===== config.mk =====
export PLATFORM = sky130hd
export DESIGN_NAME = rmii_rx_frame_ctrl
export DESIGN_NICKNAME = d
export VERILOG_FILES = /design/src/rtl/rmii_rx_frame_ctrl.sv
export SDC_FILE = /design/constraint.sdc
export NUM_CORES = 1
export LEC_CHECK = 0
export CAP_MARGIN = 20
export CORE_AREA = 2 2 77 93
export CTS_CLUSTER_DIAMETER = 60
export DETAILED_ROUTE_END_ITERATION = 6
export DIE_AREA = 0 0 79 95
export GPL_ROUTABILITY_DRIVEN = 0
export PLACE_DENSITY_LB_ADDON = 0.1
export SKIP_CTS_REPAIR_TIMING = 1
export SLEW_MARGIN = 40
export SYNTH_ARGS = -nofsm -noshare
export SYNTH_HDL_FRONTEND = slang
export SYNTH_SLANG_ARGS = --single-unit
export TNS_END_PERCENT = 20

===== constraint.sdc =====
create_clock -name clk -period 2.55 [get_ports clk]
set_input_delay 0.255 -clock clk [delete_from_list [all_inputs] [get_ports clk]]
set_output_delay 0.255 -clock clk [all_outputs]
set_load 0.01 [all_outputs]

===== src/rtl/rmii_rx_frame_ctrl.sv =====
// Frame-level receive controller behind the rmii_v1 dibit-to-byte converter.
// Strips preamble/SFD, emits bytes with tlast/tuser, and counts good and bad frames.
module rmii_rx_frame_ctrl #(
    parameter int MIN_LEN = 64,
    parameter int MAX_LEN = 1518,
    parameter int CNT_W   = 16
) (
    input  logic             clk,
    input  logic             rst,
    input  logic             rx_en,
    input  logic             crs_dv,
    input  logic [7:0]       s_tdata,
    input  logic             s_tvalid,
    output logic [7:0]       m_tdata,
    output logic             m_tvalid,
    output logic             m_tlast,
    output logic             m_tuser,
    output logic [CNT_W-1:0] frames_ok,
    output logic [CNT_W-1:0] frames_err,
    output logic             busy
);

    localparam logic [1:0] IDLE = 2'd0;
    localparam logic [1:0] PRE  = 2'd1;
    localparam logic [1:0] PAY  = 2'd2;
    localparam logic [1:0] DROP = 2'd3;

    localparam logic [11:0] MIN_L    = 12'(MIN_LEN);
    localparam logic [11:0] MAX_L    = 12'(MAX_LEN);
    localparam logic [7:0]  PREAMBLE = 8'h55;
    localparam logic [7:0]  SFD      = 8'hD5;

    logic [1:0]  state;
    logic        crs_q;
    logic [7:0]  hold;
    logic        hold_full;
    logic [11:0] len_cnt;
    logic        seen_pre;
    logic        eoc;
    logic        inc_ok;
    logic        inc_err;

    // A byte arriving with crs_dv already low still belongs to the frame.
    assign eoc  = !crs_dv && !s_tvalid;
    assign busy = (state != IDLE);

    // Frame-outcome decode; at most one of the two strobes fires per cycle.
    always_comb begin
        // NOTE: defaults first so no path leaves a strobe unassigned (no latch).
        inc_ok  = 1'b0;
        inc_err = 1'b0;
        case (state)
            PRE: begin
                if (s_tvalid && s_tdata != PREAMBLE && !(s_tdata == SFD && seen_pre))
                    inc_err = 1'b1;
            end
            PAY: begin
                if (s_tvalid) begin
                    if (len_cnt == MAX_L)
                        inc_err = 1'b1;
                end else if (eoc) begin
                    if (hold_full && len_cnt >= MIN_L)
                        inc_ok = 1'b1;
                    else
                        inc_err = 1'b1;
                end
            end
            default: ;
        endcase
    end

    // NOTE: sequential state uses non-blocking assignments so all registers update together.
    always_ff @(posedge clk or negedge rst) begin
        if (!rst) begin
            state     <= IDLE;
            crs_q     <= 1'b1;
            hold      <= 8'h00;
            hold_full <= 1'b0;
            len_cnt   <= 12'd0;
            seen_pre  <= 1'b0;
            m_tdata   <= 8'h00;
            m_tvalid  <= 1'b0;
            m_tlast   <= 1'b0;
            m_tuser   <= 1'b0;
        end else begin
            crs_q    <= crs_dv;
            m_tvalid <= 1'b0;
            m_tlast  <= 1'b0;
            m_tuser  <= 1'b0;
            case (state)
                IDLE: begin
                    if (crs_dv && !crs_q && rx_en) begin
                        state    <= PRE;
                        seen_pre <= 1'b0;
                    end
                end
                PRE: begin
                    if (s_tvalid) begin
                        if (s_tdata == PREAMBLE) begin
                            seen_pre <= 1'b1;
                        end else if (s_tdata == SFD && seen_pre) begin
                            state     <= PAY;
                            len_cnt   <= 12'd0;
                            hold_full <= 1'b0;
                        end else begin
                            state <= DROP;
                        end
                    end else if (eoc) begin
                        state <= IDLE;
                    end
                end
                PAY: begin
                    if (s_tvalid) begin
                        if (len_cnt == MAX_L) begin
                            // Oversize: close the frame on the held byte and drop the rest.
                            m_tdata   <= hold;
                            m_tvalid  <= 1'b1;
                            m_tlast   <= 1'b1;
                            m_tuser   <= 1'b1;
                            hold_full <= 1'b0;
                            state     <= DROP;
                        end else begin
                            if (hold_full) begin
                                m_tdata  <= hold;
                                m_tvalid <= 1'b1;
                            end
                            hold      <= s_tdata;
                            hold_full <= 1'b1;
                            len_cnt   <= len_cnt + 12'd1;
                        end
                    end else if (eoc) begin
                        if (hold_full) begin
                            m_tdata  <= hold;
                            m_tvalid <= 1'b1;
                            m_tlast  <= 1'b1;
                            m_tuser  <= (len_cnt < MIN_L);
                        end
                        hold_full <= 1'b0;
                        state     <= IDLE;
                    end
                end
                DROP: begin
                    if (eoc)
                        state <= IDLE;
                end
                default: state <= IDLE;
            endcase
        end
    end

    // Saturating frame counters.
    always_ff @(posedge clk or negedge rst) begin
        if (!rst) begin
            frames_ok  <= '0;
            frames_err <= '0;
        end else begin
            if (inc_ok && frames_ok != {CNT_W{1'b1}})
                frames_ok <= frames_ok + 1'b1;
            if (inc_err && frames_err != {CNT_W{1'b1}})
                frames_err <= frames_err + 1'b1;
        end
    end

endmodule


* Word level (Yosys, flattened, before mapping)
Index checks and enable logic that the tools add are counted.
** Storage, ports and cells
- Bits in registers :: 68
** Operators by class
- Add/subtract/negate cells :: 3
- Order comparisons :: 2
- Eq/ne operators :: 19
- Muxes and demuxes :: 50
- Bitwise operators :: 1
- Reduce and logical (&&, ||, !) cells :: 24
** Operators by type and width (count)
- 2-to-1 mux 12 bit :: 5
- adder 16 x 1 -> 16 bit (second input constant) :: 2
- 2-to-1 mux 8 bit :: 4
- != test 16 bit (second input constant) :: 2
- 2-to-1 mux 1 bit :: 30
- case mux 12 bit (2 select lines) :: 1
- != test 2 bit (second input constant) :: 7
- adder 12 x 1 -> 12 bit (second input constant) :: 1
- == test 12 x 11 -> 1 bit (second input constant) :: 1
- >= comparator 12 x 7 -> 1 bit (second input constant) :: 1
- < comparator 12 x 7 -> 1 bit (second input constant) :: 1
- 2-to-1 mux 2 bit :: 6
- logical AND 1 bit :: 9
- != test 3 bit (second input constant) :: 3
- == test 8 x 7 -> 1 bit (second input constant) :: 1
- == test 8 bit (second input constant) :: 1
- != test 8 x 7 -> 1 bit (second input constant) :: 1
- case mux 2 bit (4 select lines) :: 1
- nonzero test 2 bit :: 4
- case mux 1 bit (2 select lines) :: 3
- AND reduction 3 bit :: 2
- AND reduction 6 bit :: 1
- AND reduction 5 bit :: 1
- == test 2 bit (second input constant) :: 2
- 6 further kinds :: 9

* Longest topological paths before layout
- Depth after elaboration :: 7
- Depth in mapped cells :: 8

* Least setup slack after synthesis
Ideal clock, no wire load.
- Kind :: reg-to-reg
- From :: register state[1]
- To :: register len_cnt[11]
- Library setup time :: 0.079 ns
- Data arrival time :: 2.051 ns
- Data required time :: 2.471 ns
- Path slack :: 0.421 ns
- Cell stages (with the launch flop) :: 8
- Period minus slack after synthesis :: 2.129 ns
- Path through :: dfrtp_1 -> inv_1 -> ha_1 -> inv_1 -> o41a_1 -> a21o_1 -> or4_1 -> a21oi_1
** Between the ends
- Cells in the longest elaborated chain, start to end :: 3
- Elaborated cells between the ends (all ways) :: 10
** RTL lines
- start: declaration :: RTL line 33 : logic [1:0] state;
- start signal: assignment :: RTL line 75 : state <= IDLE;
- start signal: assignment :: RTL line 93 : state <= PRE;
- start signal: assignment :: RTL line 102 : state <= PAY;
- == test 2 bit / == test 2 x 1 -> 1 bit (equally long branches) :: RTL line 90 : case (state)
- != test 2 bit (no line) / nonzero test 2 bit (equally long branches)
- AND reduction 6 bit (no line)
- end signal: assignment :: RTL line 129 : len_cnt <= len_cnt + 12'd1;
- end: declaration :: RTL line 37 : logic [11:0] len_cnt;
Parallel ways exist; a longest one is shown, timed or not.
A chain may end at the register's enable or synchronous reset.

* Worst setup path after layout
- From :: register len_cnt[7]
- To :: register frames_err[11]
** Between the ends
- Cells in the longest elaborated chain, start to end :: 7
- Elaborated cells between the ends (all ways) :: 9
** RTL lines
- >= comparator 12 x 7 -> 1 bit :: RTL line 62 : if (hold_full && len_cnt >= MIN_L)
- logical AND 1 bit :: RTL line 62
- 2-to-1 mux 1 bit :: RTL line 62
- 2-to-1 mux 1 bit :: RTL line 61 : end else if (eoc) begin
- 2-to-1 mux 1 bit (*) :: RTL line 58 : if (s_tvalid) begin
- case mux 1 bit (2 select lines) (*) :: RTL line 52 : case (state)
- logical AND 1 bit (*) :: RTL line 159 : if (inc_err && frames_err != {CNT_W{1'b1}})
- end signal: assignment :: RTL line 160 : frames_err <= frames_err + 1'b1;
- end: declaration :: RTL line 19 : output logic [CNT_W-1:0] frames_err,
Every way passes the cells marked *; elsewhere a longest branch is shown, timed or not.

==> impl_metrics.yaml <==
clocking:
  root_buffer: "clkbuf_8"
  clk_pin_slew_ps: 80
  numCtsBuffers: 9
  clock_latency_ps: 340
  cts_tree: "built"
  cts_sinks: 68
  max-clock-path-buffers: 2
  h-tree-depth: 3
power_and_ir_drop:
  power_mw: 3.644
  p_sw_share_pct: 32.98
  ir_worst_vdd_uv: 497.2
  power.density_nw_per_um2: 822.7
  power_leakage_nw: 1.908
  switching_power_mw: 1.202
  p_int_mw: 2.442
  p_seq_share_pct: 41.2
  power_frac_clock_pct: 25.8
  power_frac_comb_pct: 33.0
detailed_routing:
  vias: 2690
  avgRoutedWirePerCell_um: 15.11
  vias_per_cell: 5.535
  wirelength_um: 7343
  drc: 0
  drt_iter0_markers: 100
  ant_nets: 0
  dr.pass1.iters: 4
timing:
  setup_ws_ps: 177.6
  hold-worst-slack_ps: 482.3
  rsz0062_at_grt: "no"
  finalCriticalPeriod_ps: 2372
  setup_viol: 0
  fmax_mhz: 421.5
  slew_violations: 0
  relSlewSlack_pct: 55.01
  finClkSkew_ps: 13.15
  hold_violations: 0
  tightest_slew_ps: 674.9
  period_share_pct: 93.03
layout:
  n_antenna_cell: 0
  fin_nets: 416
  area_growth_pct: 30.58
  final_layout_size_suffix_gt1_share_pct: 17.79
placed_design:
  dp_hpwl_um: 5268
  numPortBuffers: 56
  pre_cts_slack_ps: -34.98
yosys:
  yosysSeqAreaShare_pct: 50.20
  synth_common_cells: "dfrtp_1 (67), nand2_1 (25), mux2_2 (19), xnor2_1 (19), nand3_1 (18)"
  synth_flop_cell: "dfrtp_1"
  synth-simple-area-share_pct: 19.77
  synthArstFlopShare_pct: 100.0
  synth_top_family_by_area: "simple AND/OR/NAND/NOR gates"
  yosys.area.top_type_share_pct: 49.43
  synthMuxAreaShare_pct: 6.898
  synth_nets: 332
  syn_area_um2: 3392
  synth_most_common_cell: "dfrtp_1"
  synth_compound_area_share_pct: 9.443
  netlist_instances: 310
  synthTopCellsByArea: "dfrtp_1 (49%), mux2_2 (6.3%), xnor2_1 (4.9%), ha_1 (3.3%), xor2_1 (3.1%)"
  synth_top_cell_by_area: "dfrtp_1"
  synth_cell_type_count: 52
  synth-edff-count: 0
  synth_warnings: 0
  avgSynthCellArea_um2: 10.94
  synth-adder-area-share_pct: 3.320
  synth-xor-area-share_pct: 8.004
  ys_ff_latch: 68
worst_setup_path:
  critPathCaptureType: "register"
  critPathKind: "reg -> reg"
  crit_required_ps: 2810
  cp_max_fo: 11
  cp.arrival_ps: 2630
  worst_setup_path_start_kind: "register"
global_route:
  grt_pass1_vias: 2578
  grt_start_max_net_pins: 41
  grt_usage_pct: 20.92
  antenna_found_initial: 0
  grt_overflow: 0
  grt_pass1_wl_um: 12150
floorplan:
  die_y_um: 95
  initial_utilization_pct: 50.71
  die_x_um: 79
  pin_count: 57
  core-area_um2: 6689
  die_area_um2: 7505
  rows: 33
status:
  outcome: "completed"
hold_path:
  hold_class: "in -> async"
flow_run:
  cap_violations: 0
cell usage in the layout, fill, tap and decap left out, types with 3 or more instances in the layout:
cell	n
o21a_1	3
o21ai_0	5
and3_1	7
nor2_1	12
nor3b_1	3
a21oi_1	10
nor3_1	8
buf_4	22
clkdlybuf4s50_1	55
a31oi_1	3
mux2_2	19
clkbuf_8	11
nand2b_1	3
inv_1	12
xor2_1	12
nand4_1	8
nor2b_1	4
xnor2_1	19
ha_1	9
o31ai_1	5
dfrtp_1	67
and4_1	3
nand2_1	25
nand3_1	18
or4_1	4
nor4_1	3
a211oi_1	6
nor4_2	4
cell families after synthesis:
group / Yosys count
AND/OR/NAND/NOR: 116
flip-flops: 68
AO/OA/AOI/OAI: 46
XOR/XNOR: 31
multiplexers: 21
buffers and inverters: 19
adder cells (fa/ha/maj): 9
worst max-delay path, stage by stage, from the launching register on:
cell     delay [ps]
dfrtp_1         440
or4_1           600
o21a_1          230
o211a_2         360
buf_4           180
nor4b_2         310
xor2_1          160
flip-flops by register name, indices dropped and copies added, names as in the netlist:
name        cells
seen_pre        1
m_tdata         8
frames_ok      16
hold_full       1
crs_q           1
m_tlast         1
len_cnt        12
m_tuser         1
hold            8
frames_err     16
state           2
m_tvalid        1
final timing paths:
kind,start,endpoint,slack [ps],cells past startpoint
max,len_cnt[7],frames_err[11],180,6
min,rst,len_cnt[10],480,2
max reg2reg,len_cnt[7],frames_err[11],180,6
min reg2reg,frames_err[6],frames_err[6],500,1
max in group asynchronous,rst,hold[7],1420,3
min in group clk,frames_err[6],frames_err[6],500,1
metal layers:
layer	vias to the layer above	wire length (µm)	global-route usage [%]
met5	-	0	0
met4	0	167	9.195
met3	13	242	4.015
met2	66	3720	35.45
met1	1316	3212	26.01
li1	1295	-	-
power by group through the flow:
stage / combinational (mW) / clock (mW) / sequential [mW]
floorplan: 0.696 / 0 / 1.53
finish: 1.20 / 0.940 / 1.50
detailed placement: 1.20 / 0 / 1.53
CTS: 1.21 / 0.957 / 1.51
global route: 1.34 / 1.00 / 1.54
global placement: 1.18 / 0 / 1.52
layout make-up:
class | instances | area, µm²
clock inverters | 5 | 58.81
clock buffers | 11 | 151.4
flip-flops and latches | 68 | 1703
multi-input cells | 223 | 1612
inverters | 12 | 45.04
fillers | 567 | 2260
repair buffers | 80 | 750.7
well taps | 87 | 108.9
stage by stage:
step           area [µm²]  TNS, ps  utilization, %  instances
2_1_floorplan        3392        0               -        310
3_3_place_gp         4207        0           62.89        469
3_5_place_dp         4209   -58.13           62.93        469
4_1_cts              4419        0           66.07        485
5_1_grt              4429        0           66.22        486
6_report             4429        0           66.22        486
(Power assumes the default switching activity.)
